$ cat src/rtl/hmac512_pkg.sv
// Shared types and constants for the HMAC/SHA-512 message path.
//   MsgFifoDepth : default entry count of the message FIFO
//   MsgFifoWidth : entry width in bits (64-bit data word + 8-bit byte mask)
//   sha_fifo_t   : one FIFO entry, mask in the upper byte, data below it
package hmac512_pkg;

    localparam int unsigned MsgFifoDepth = 16;
    localparam int unsigned MsgFifoWidth = 72;

    typedef struct packed {
        logic [7:0]  mask;
        logic [63:0] data;
    } sha_fifo_t;

endpackage

$ cat src/rtl/sha512_msg_fifo.sv
// First-word-fall-through message FIFO feeding the SHA-512 engine.
//   clk_i, rst_ni        : clock, asynchronous active-low reset
//   clr_i                : synchronous flush (engine disabled); blocks both sides
//   wvalid_i/wready_o/wdata_i : write handshake and entry
//   rvalid_o/rready_i/rdata_o : read handshake and head entry (combinational)
//   depth_o              : current occupancy
//   full_o               : occupancy equals Depth
//   full_event_o         : one-cycle pulse when full_o rises
//   hwm_o                : highest occupancy since reset or last clear
module sha512_msg_fifo
    import hmac512_pkg::*;
#(
    parameter int unsigned Depth = MsgFifoDepth,
    parameter int unsigned Width = MsgFifoWidth
) (
    input  logic                       clk_i,
    input  logic                       rst_ni,
    input  logic                       clr_i,
    input  logic                       wvalid_i,
    output logic                       wready_o,
    input  logic [Width-1:0]           wdata_i,
    output logic                       rvalid_o,
    input  logic                       rready_i,
    output logic [Width-1:0]           rdata_o,
    output logic [$clog2(Depth+1)-1:0] depth_o,
    output logic                       full_o,
    output logic                       full_event_o,
    output logic [$clog2(Depth+1)-1:0] hwm_o
);

    localparam int unsigned AW = $clog2(Depth);
    localparam int unsigned PW = AW + 1;

    typedef logic [PW-1:0] ptr_t;

    logic [Width-1:0] storage [Depth];

    ptr_t wptr, rptr;
    ptr_t wptr_next, rptr_next;
    ptr_t depth_now, depth_next;
    ptr_t hwm;
    logic full, empty, full_next;
    logic do_write, do_read;
    logic full_event;

    // Flags and next-pointer computation. Pointers carry one extra wrap bit so
    // full (wrap bits differ, index equal) and empty (equal) are distinct.
    always_comb begin
        empty      = (wptr == rptr);
        full       = (wptr[AW] != rptr[AW]) && (wptr[AW-1:0] == rptr[AW-1:0]);
        depth_now  = wptr - rptr;
        wready_o   = !full && !clr_i;
        rvalid_o   = !empty && !clr_i;
        do_write   = wvalid_i && wready_o;
        do_read    = rvalid_o && rready_i;
        wptr_next  = wptr + ptr_t'(do_write);
        rptr_next  = rptr + ptr_t'(do_read);
        if (clr_i) begin
            wptr_next = '0;
            rptr_next = '0;
        end
        depth_next = wptr_next - rptr_next;
        full_next  = (depth_next == ptr_t'(Depth));
    end

    always_ff @(posedge clk_i or negedge rst_ni) begin
        if (!rst_ni) begin
            wptr       <= '0;
            rptr       <= '0;
            hwm        <= '0;
            full_event <= 1'b0;
        end else begin
            wptr <= wptr_next;
            rptr <= rptr_next;
            if (clr_i) begin
                hwm <= '0;
            end else if (depth_next > hwm) begin
                hwm <= depth_next;
            end
            // Computed from next-state so the pulse lines up with full_o rising.
            full_event <= full_next && !full;
        end
    end

    // Storage is deliberately not reset.
    always_ff @(posedge clk_i) begin
        if (do_write) begin
            storage[wptr[AW-1:0]] <= wdata_i;
        end
    end

    assign rdata_o      = storage[rptr[AW-1:0]];
    assign depth_o      = depth_now;
    assign full_o       = full;
    assign full_event_o = full_event;
    assign hwm_o        = hwm;

    // A stalled writer must hold its offer until it is taken.
    writer_holds_offer: assert property (
        @(posedge clk_i) disable iff (!rst_ni)
        (wvalid_i && !wready_o && !clr_i) |=> (wvalid_i && $stable(wdata_i))
    );

endmodule

$ cat config.mk
export PLATFORM = sky130hd
export DESIGN_NAME = sha512_msg_fifo
export DESIGN_NICKNAME = d
export VERILOG_FILES = /design/src/rtl/hmac512_pkg.sv /design/src/rtl/sha512_msg_fifo.sv
export SDC_FILE = /design/constraint.sdc
export NUM_CORES = 1
export LEC_CHECK = 0
export BUFFER_PORTS_ARGS = -buffer_cell sky130_fd_sc_hd__buf_2
export CORE_ASPECT_RATIO = 1.25
export CORE_MARGIN = 3
export CORE_UTILIZATION = 35
export CTS_CLUSTER_SIZE = 24
export DETAILED_ROUTE_END_ITERATION = 10
export MAX_ROUTING_LAYER = met4
export PLACE_DENSITY = 0.56
export SYNTH_ARGS = -nofsm -noshare
export SYNTH_HDL_FRONTEND = slang
export SYNTH_SLANG_ARGS = --single-unit
$ cat constraint.sdc
create_clock -name clk_i -period 7.52 [get_ports clk_i]
set_clock_uncertainty 0.15 [all_clocks]
set_input_delay 1.128 -clock clk_i [delete_from_list [all_inputs] [get_ports clk_i]]
set_output_delay 1.128 -clock clk_i [all_outputs]
set_load 0.1 [all_outputs]
==> reports/metrics.yaml, run 1 <==
hp-class: "input pin to asynchronous set/reset pin"
synth.cell_area_um2: 45200
top_layer: "met4"
firstDrtPassIters: 5
place.gp.congestion: 0.756
path_class: "flip-flop to primary output"
clock_sink_count: 1168
status: "complete, no violations"
vias_per_cell: 5.28
ys_seq_elements: 1168
cts_tree: "built"
fin_nets: 2495
crit_chain: "buf_4, buf_4, mux4_2, a22oi_1, nand2_1, buf_2"
io_pins: 163
max_cap_violations: 0
crit_path_max_fanout: 55
die_h_um: 408
arrival_ps: 4490
root_buffer: "clkbuf_16"
tns_ps: 0
synth_ff_type: "edfxtp_1"
synth_top_area_share_pct: 76.5
cts_resized: 0
ys_types: 38
areaGrowthSynthToFinish_pct: 13.7
drc: 0
vias: 22179
syn_inst: 2202
drt_iter0_markers: 1942
period_share_pct: 76.7
cts_setup_buffers: 0
syn_nets: 2298
start_kind: "flip-flop"
relSlewSlack_pct: 23.6
async_flop_share_pct: 1.37
met2_length_um: 54400
antenna_found_initial: 22
wl_per_cell_um: 26.1
mostFrequentLayoutCells: "edfxtp_1, mux2i_1, buf_2, mux4_2, a221oi_1"
yosysTopAreaCell: "edfxtp_1"
hold_viol: 0
grt_max_degree: 133
first_global_vias: 23184
power_leakage_nw: 15.7
met1Wirelength_um: 46800
cp-end-kind: "primary output"
cp_data_required_time_ps: 6240
clk_latency_ps: 700
nFillCells: 11326
die_w_um: 327
irDropWorstVdd_mv: 0.182
stdcell_area_um2: 51400
placed_cell_area_um2: 48100
rsz0062_at_grt: "false"
min_period_ps: 5770
grt_pass1_wl_um: 159000
setup_viol: 0
slowest_delay_ps: 1030
yosysSeqAreaShare_pct: 77.4
route.met3.wl_um: 6230
clk_path_buf_depth: 3
power_per_cell_area_nw_per_um2: 257
start_util_pct: 35.4
hpwl_um: 55200
h-tree-depth: 3
yosys_warnings: 0
path_clk_slew_ps: 70
drtAntennaViolNets: 0
synthTopCellsByArea: "edfxtp_1, mux4_2, mux2i_1, a221oi_1, a22oi_1"
synth_edf_count: 1152
drv_slew: 0
crit_top_cell: "buf_4"
wl_um: 110000
core_um2: 128000
fp.dieArea_um2: 134000
fmax_mhz: 173
drive_above_1_share_pct: 21.6
layout_commonest_cell: "edfxtp_1"
grt_overflow_total: 0
grtUsageTotal_pct: 16.8
num_rows: 146
slowest_stage: "dfrtp_4"
postCtsHoldBufs: 0
io_buffers: 162
synth_area_per_cell_um2: 20.5
worst_pin_slew_ps: 1140
numCtsBuffers: 107
totalPowerFinal_mw: 13.2
[cells by family after synthesis]
group           count (synthesis)  share of synthesized area [%]
flops                        1168                           77.4
buf+inv                       140                           1.87
compound gates                306                           5.12
fa+ha+maj                      19                          0.559
xor+xnor                       13                          0.285
mux                           432                           13.6
simple gates                  124                           1.20
[state kept, by name, indices dropped and copies added (netlist names)]
register,count
storage,1152
rptr,5
wptr,5
hwm_o,5
full_event_o,1
[through the flow]
stage | utilization [%] | hold WS [ps] | setup WS, ps | cells
after floorplan | - | 403 | 1390 | 2202
after global placement | 37.7 | 378 | 2380 | 3992
after detailed placement | 37.7 | 377 | 2200 | 3992
after CTS | 40.3 | 148 | 1630 | 4185
after global routing | 40.3 | 199 | 1520 | 4197
final | 40.3 | 195 | 1750 | 4201
[metal layers]
metal	global-route usage, %	vias up
met4	4.65	0
li1	-	9636
met3	2.77	141
met2	27.2	617
met1	22.0	11785
met5	-	-
[worst max-delay path, delay by kind of cell, from the launching register on]
| kind | cells | cell delay [ps] |
|---|---|---|
| compound gates | 1 | 190 |
| buf+inv | 3 | 1830 |
| flops | 1 | 1030 |
| mux | 1 | 410 |
| simple gates | 1 | 180 |
[layout make-up]
type	count	area, um2	area share, %
Sequential cell	1168	35000	68.1
Multi-Input combinational cell	894	9510	18.5
Clock buffer	131	2810	5.47
Tap cell	1702	2130	4.14
Timing Repair Buffer	209	1340	2.60
Clock inverter	62	490	0.954
Inverter	19	72.6	0.141
Antenna cell	16	40.0	0.0779
[final timing paths]
kind / start / endpoint / slack (ps) / cells after the start
min in group clk_i: hwm_o[1] / hwm_o[1] / 410 / 1
max reg2reg: rptr[1] / hwm_o[0] / 2110 / 18
min: rst_ni / rptr[2] / 190 / 1
max: rptr[1] / rdata_o[32] / 1750 / 6
min reg2reg: hwm_o[1] / hwm_o[1] / 410 / 1
max in group asynchronous: rst_ni / rptr[1] / 6720 / 1
[where the power goes]
group | internal (mW) | switching [mW] | total [mW]
combinational | 0.242 | 0.630 | 0.873
clock | 2.83 | 2.32 | 5.15
sequential | 7.19 | 0.0230 | 7.21
total | 10.3 | 2.97 | 13.2
[synth_stat cells (all sizes together) (16+ instances only)]
library cell / n
dfrtp: 16
a221oi: 144
nor2: 24
edfxtp: 1152
nand2: 73
ha: 17
a22oi: 71
mux2i: 288
inv: 19
clkbuf: 44
mux4: 144
o21ai: 72
buf: 77
Power figures use the tool's default switching activity.
==> inputs of run 2 (changes only) <==
Settings changed: PLACE_DENSITY 0.56 to 0.54.
Clock period 7.52 ns to 5.6 ns, I/O delays scaled along.
==> run 2 against run 1 <==
Final area rose by 0.42%. Flip-flop and latch count did not move. Die area did not move. Via count fell by 0.21%. Clock power rose by 39%. Global-route usage rose by 0.051 points.
==> reports/metrics.yaml, run 2 (same netlist as run 1, synthesis figures left out) <==
root_buffer: "clkbuf_16"  # unchanged
hold_viol: 0  # unchanged
fmax_mhz: 193
grt_max_degree: 145  # was 133
place.gp.congestion: 0.733  # was 0.756
dp_cells: 3990  # was 3992
finalHoldWorstSlack_ps: 361  # was 195 ps
stdcell_area_um2: 51600  # was 51400 um2
drive_above_1_share_pct: 21.3  # was 21.6%
areaGrowthSynthToFinish_pct: 14.2  # was 13.7%
mostFrequentLayoutCells: "edfxtp_1, mux2i_1, buf_2, mux4_2, a221oi_1"  # unchanged
drc: 0  # unchanged
grtUsageTotal_pct: 16.8  # about the same
io_buffers: 162  # unchanged
num_rows: 146  # unchanged
placed_cell_area_um2: 48200  # was 48100 um2
utilization_pct: 40.5  # was 40.3%
vias_per_cell: 5.27  # was 5.28
path_clk_slew_ps: 60  # was 70 ps
nFillCells: 11467  # was 11326
drt_iter0_markers: 1605  # was 1942
core_um2: 128000  # unchanged
setup_viol: 0  # unchanged
totalPowerFinal_mw: 18.0  # was 13.2 mW
drv_slew: 0  # unchanged
crit_path_max_fanout: 127  # was 55
dp_slack_ps: 648  # was 2200 ps
rsz0062_at_grt: "false"  # unchanged
power_per_cell_area_nw_per_um2: 349  # was 257 nW/um2
grt_pass1_wl_um: 161000  # was 159000 um
clk_latency_ps: 700  # about the same
cts_tree: "built"  # unchanged
drtAntennaViolNets: 0  # unchanged
start_util_pct: 35.4  # unchanged
antenna_found_initial: 21  # was 22
max_cap_violations: 0  # unchanged
grt_overflow_total: 0  # unchanged
h-tree-depth: 3  # unchanged
die_h_um: 408  # unchanged
clk_path_buf_depth: 3  # unchanged
worst_pin_slew_ps: 1120  # was 1140 ps
fin_nets: 2500  # was 2495
cts_setup_buffers: 0  # unchanged
numCtsBuffers: 113  # was 107
relSlewSlack_pct: 25.4  # was 23.6%
io_pins: 163  # unchanged
irDropWorstVdd_mv: 0.266  # was 0.182 mV
hpwl_um: 54600  # was 55200 um
period_share_pct: 92.8
r2r_setup_slack_ps: 510  # was 2110 ps
layout_commonest_cell: "edfxtp_1"  # unchanged
vias: 22132  # was 22179
hp-class: "input pin to flip-flop"  # was input pin to asynchronous set/reset pin
fp.dieArea_um2: 134000  # unchanged
tns_ps: 0  # unchanged
start_kind: "flip-flop"  # unchanged
min_period_ps: 5190
path_class: "flip-flop to primary output"  # unchanged
largest_register_ffs: 1152  # unchanged
wl_um: 110000  # about the same
instances_no_fill: 4200  # was 4201
die_w_um: 327  # unchanged
status: "complete, no violations"  # unchanged
cp_data_required_time_ps: 4610  # was 6240 ps
arrival_ps: 4200  # was 4490 ps
wl_per_cell_um: 26.2  # was 26.1 um
worst_slack_ps: 406  # was 1750 ps
cp-end-kind: "primary output"  # unchanged
first_global_vias: 23955  # was 23184
firstDrtPassIters: 5  # unchanged
power_leakage_nw: 15.7  # about the same
clock_sink_count: 1168  # unchanged
run 2: path summary, 6_finish.rpt:
| path | from | to | cells after the start |
|---|---|---|---|
| max in group asynchronous | rst_ni | rptr[2] | 2 |
| max reg2reg | rptr[2] | hwm_o[1] | 18 |
| min in group asynchronous | rst_ni | full_event_o | 2 |
| max | rptr[0] | rdata_o[5] | 7 |
| min | wdata_i[69] | storage[7][69] | 1 |
| min reg2reg | hwm_o[2] | hwm_o[2] | 1 |
run 2: power by group:
group	switching (mW)	internal, mW	leakage (nW)	total (mW)
Sequential	0.0158	9.65	10.6	9.67
Clock	3.15	4.01	1.67	7.16
Combinational	0.862	0.331	3.48	1.19
run 2: layout make-up:
class	count	area (um2)	share of cell area (%)
multi-input combinational	894	9510	18.4
tap	1702	2130	4.13
clock inverter	57	489	0.948
inverter	19	73.8	0.143
clock buffer	140	2930	5.67
sequential	1168	35000	67.8
antenna	12	30.0	0.0582
timing repair buffer	208	1450	2.80
run 2: repair_timing:
item	CTS	global route
gates resized for setup	0	0
hold buffers	1	0
hold endpoints to repair	16	0
run 2: layer usage:
metal | vias up | global-route usage [%] | share of wire [%]
li1 | 9653 | - | -
met1 | 11832 | 21.7 | 43
met2 | 502 | 27.7 | 50
met3 | 145 | 3.01 | 4.9
met4 | 0 | 4.09 | 1.8
met5 | - | - | 0
run 2: worst max-delay path, cell delays in order, from the launching register on:
cell and delay (ps):
dfrtp_4 480, buf_12 630, buf_4 810, mux2i_1 170
a221oi_1 390, o21ai_0 140, nand2_1 190, buf_2 450
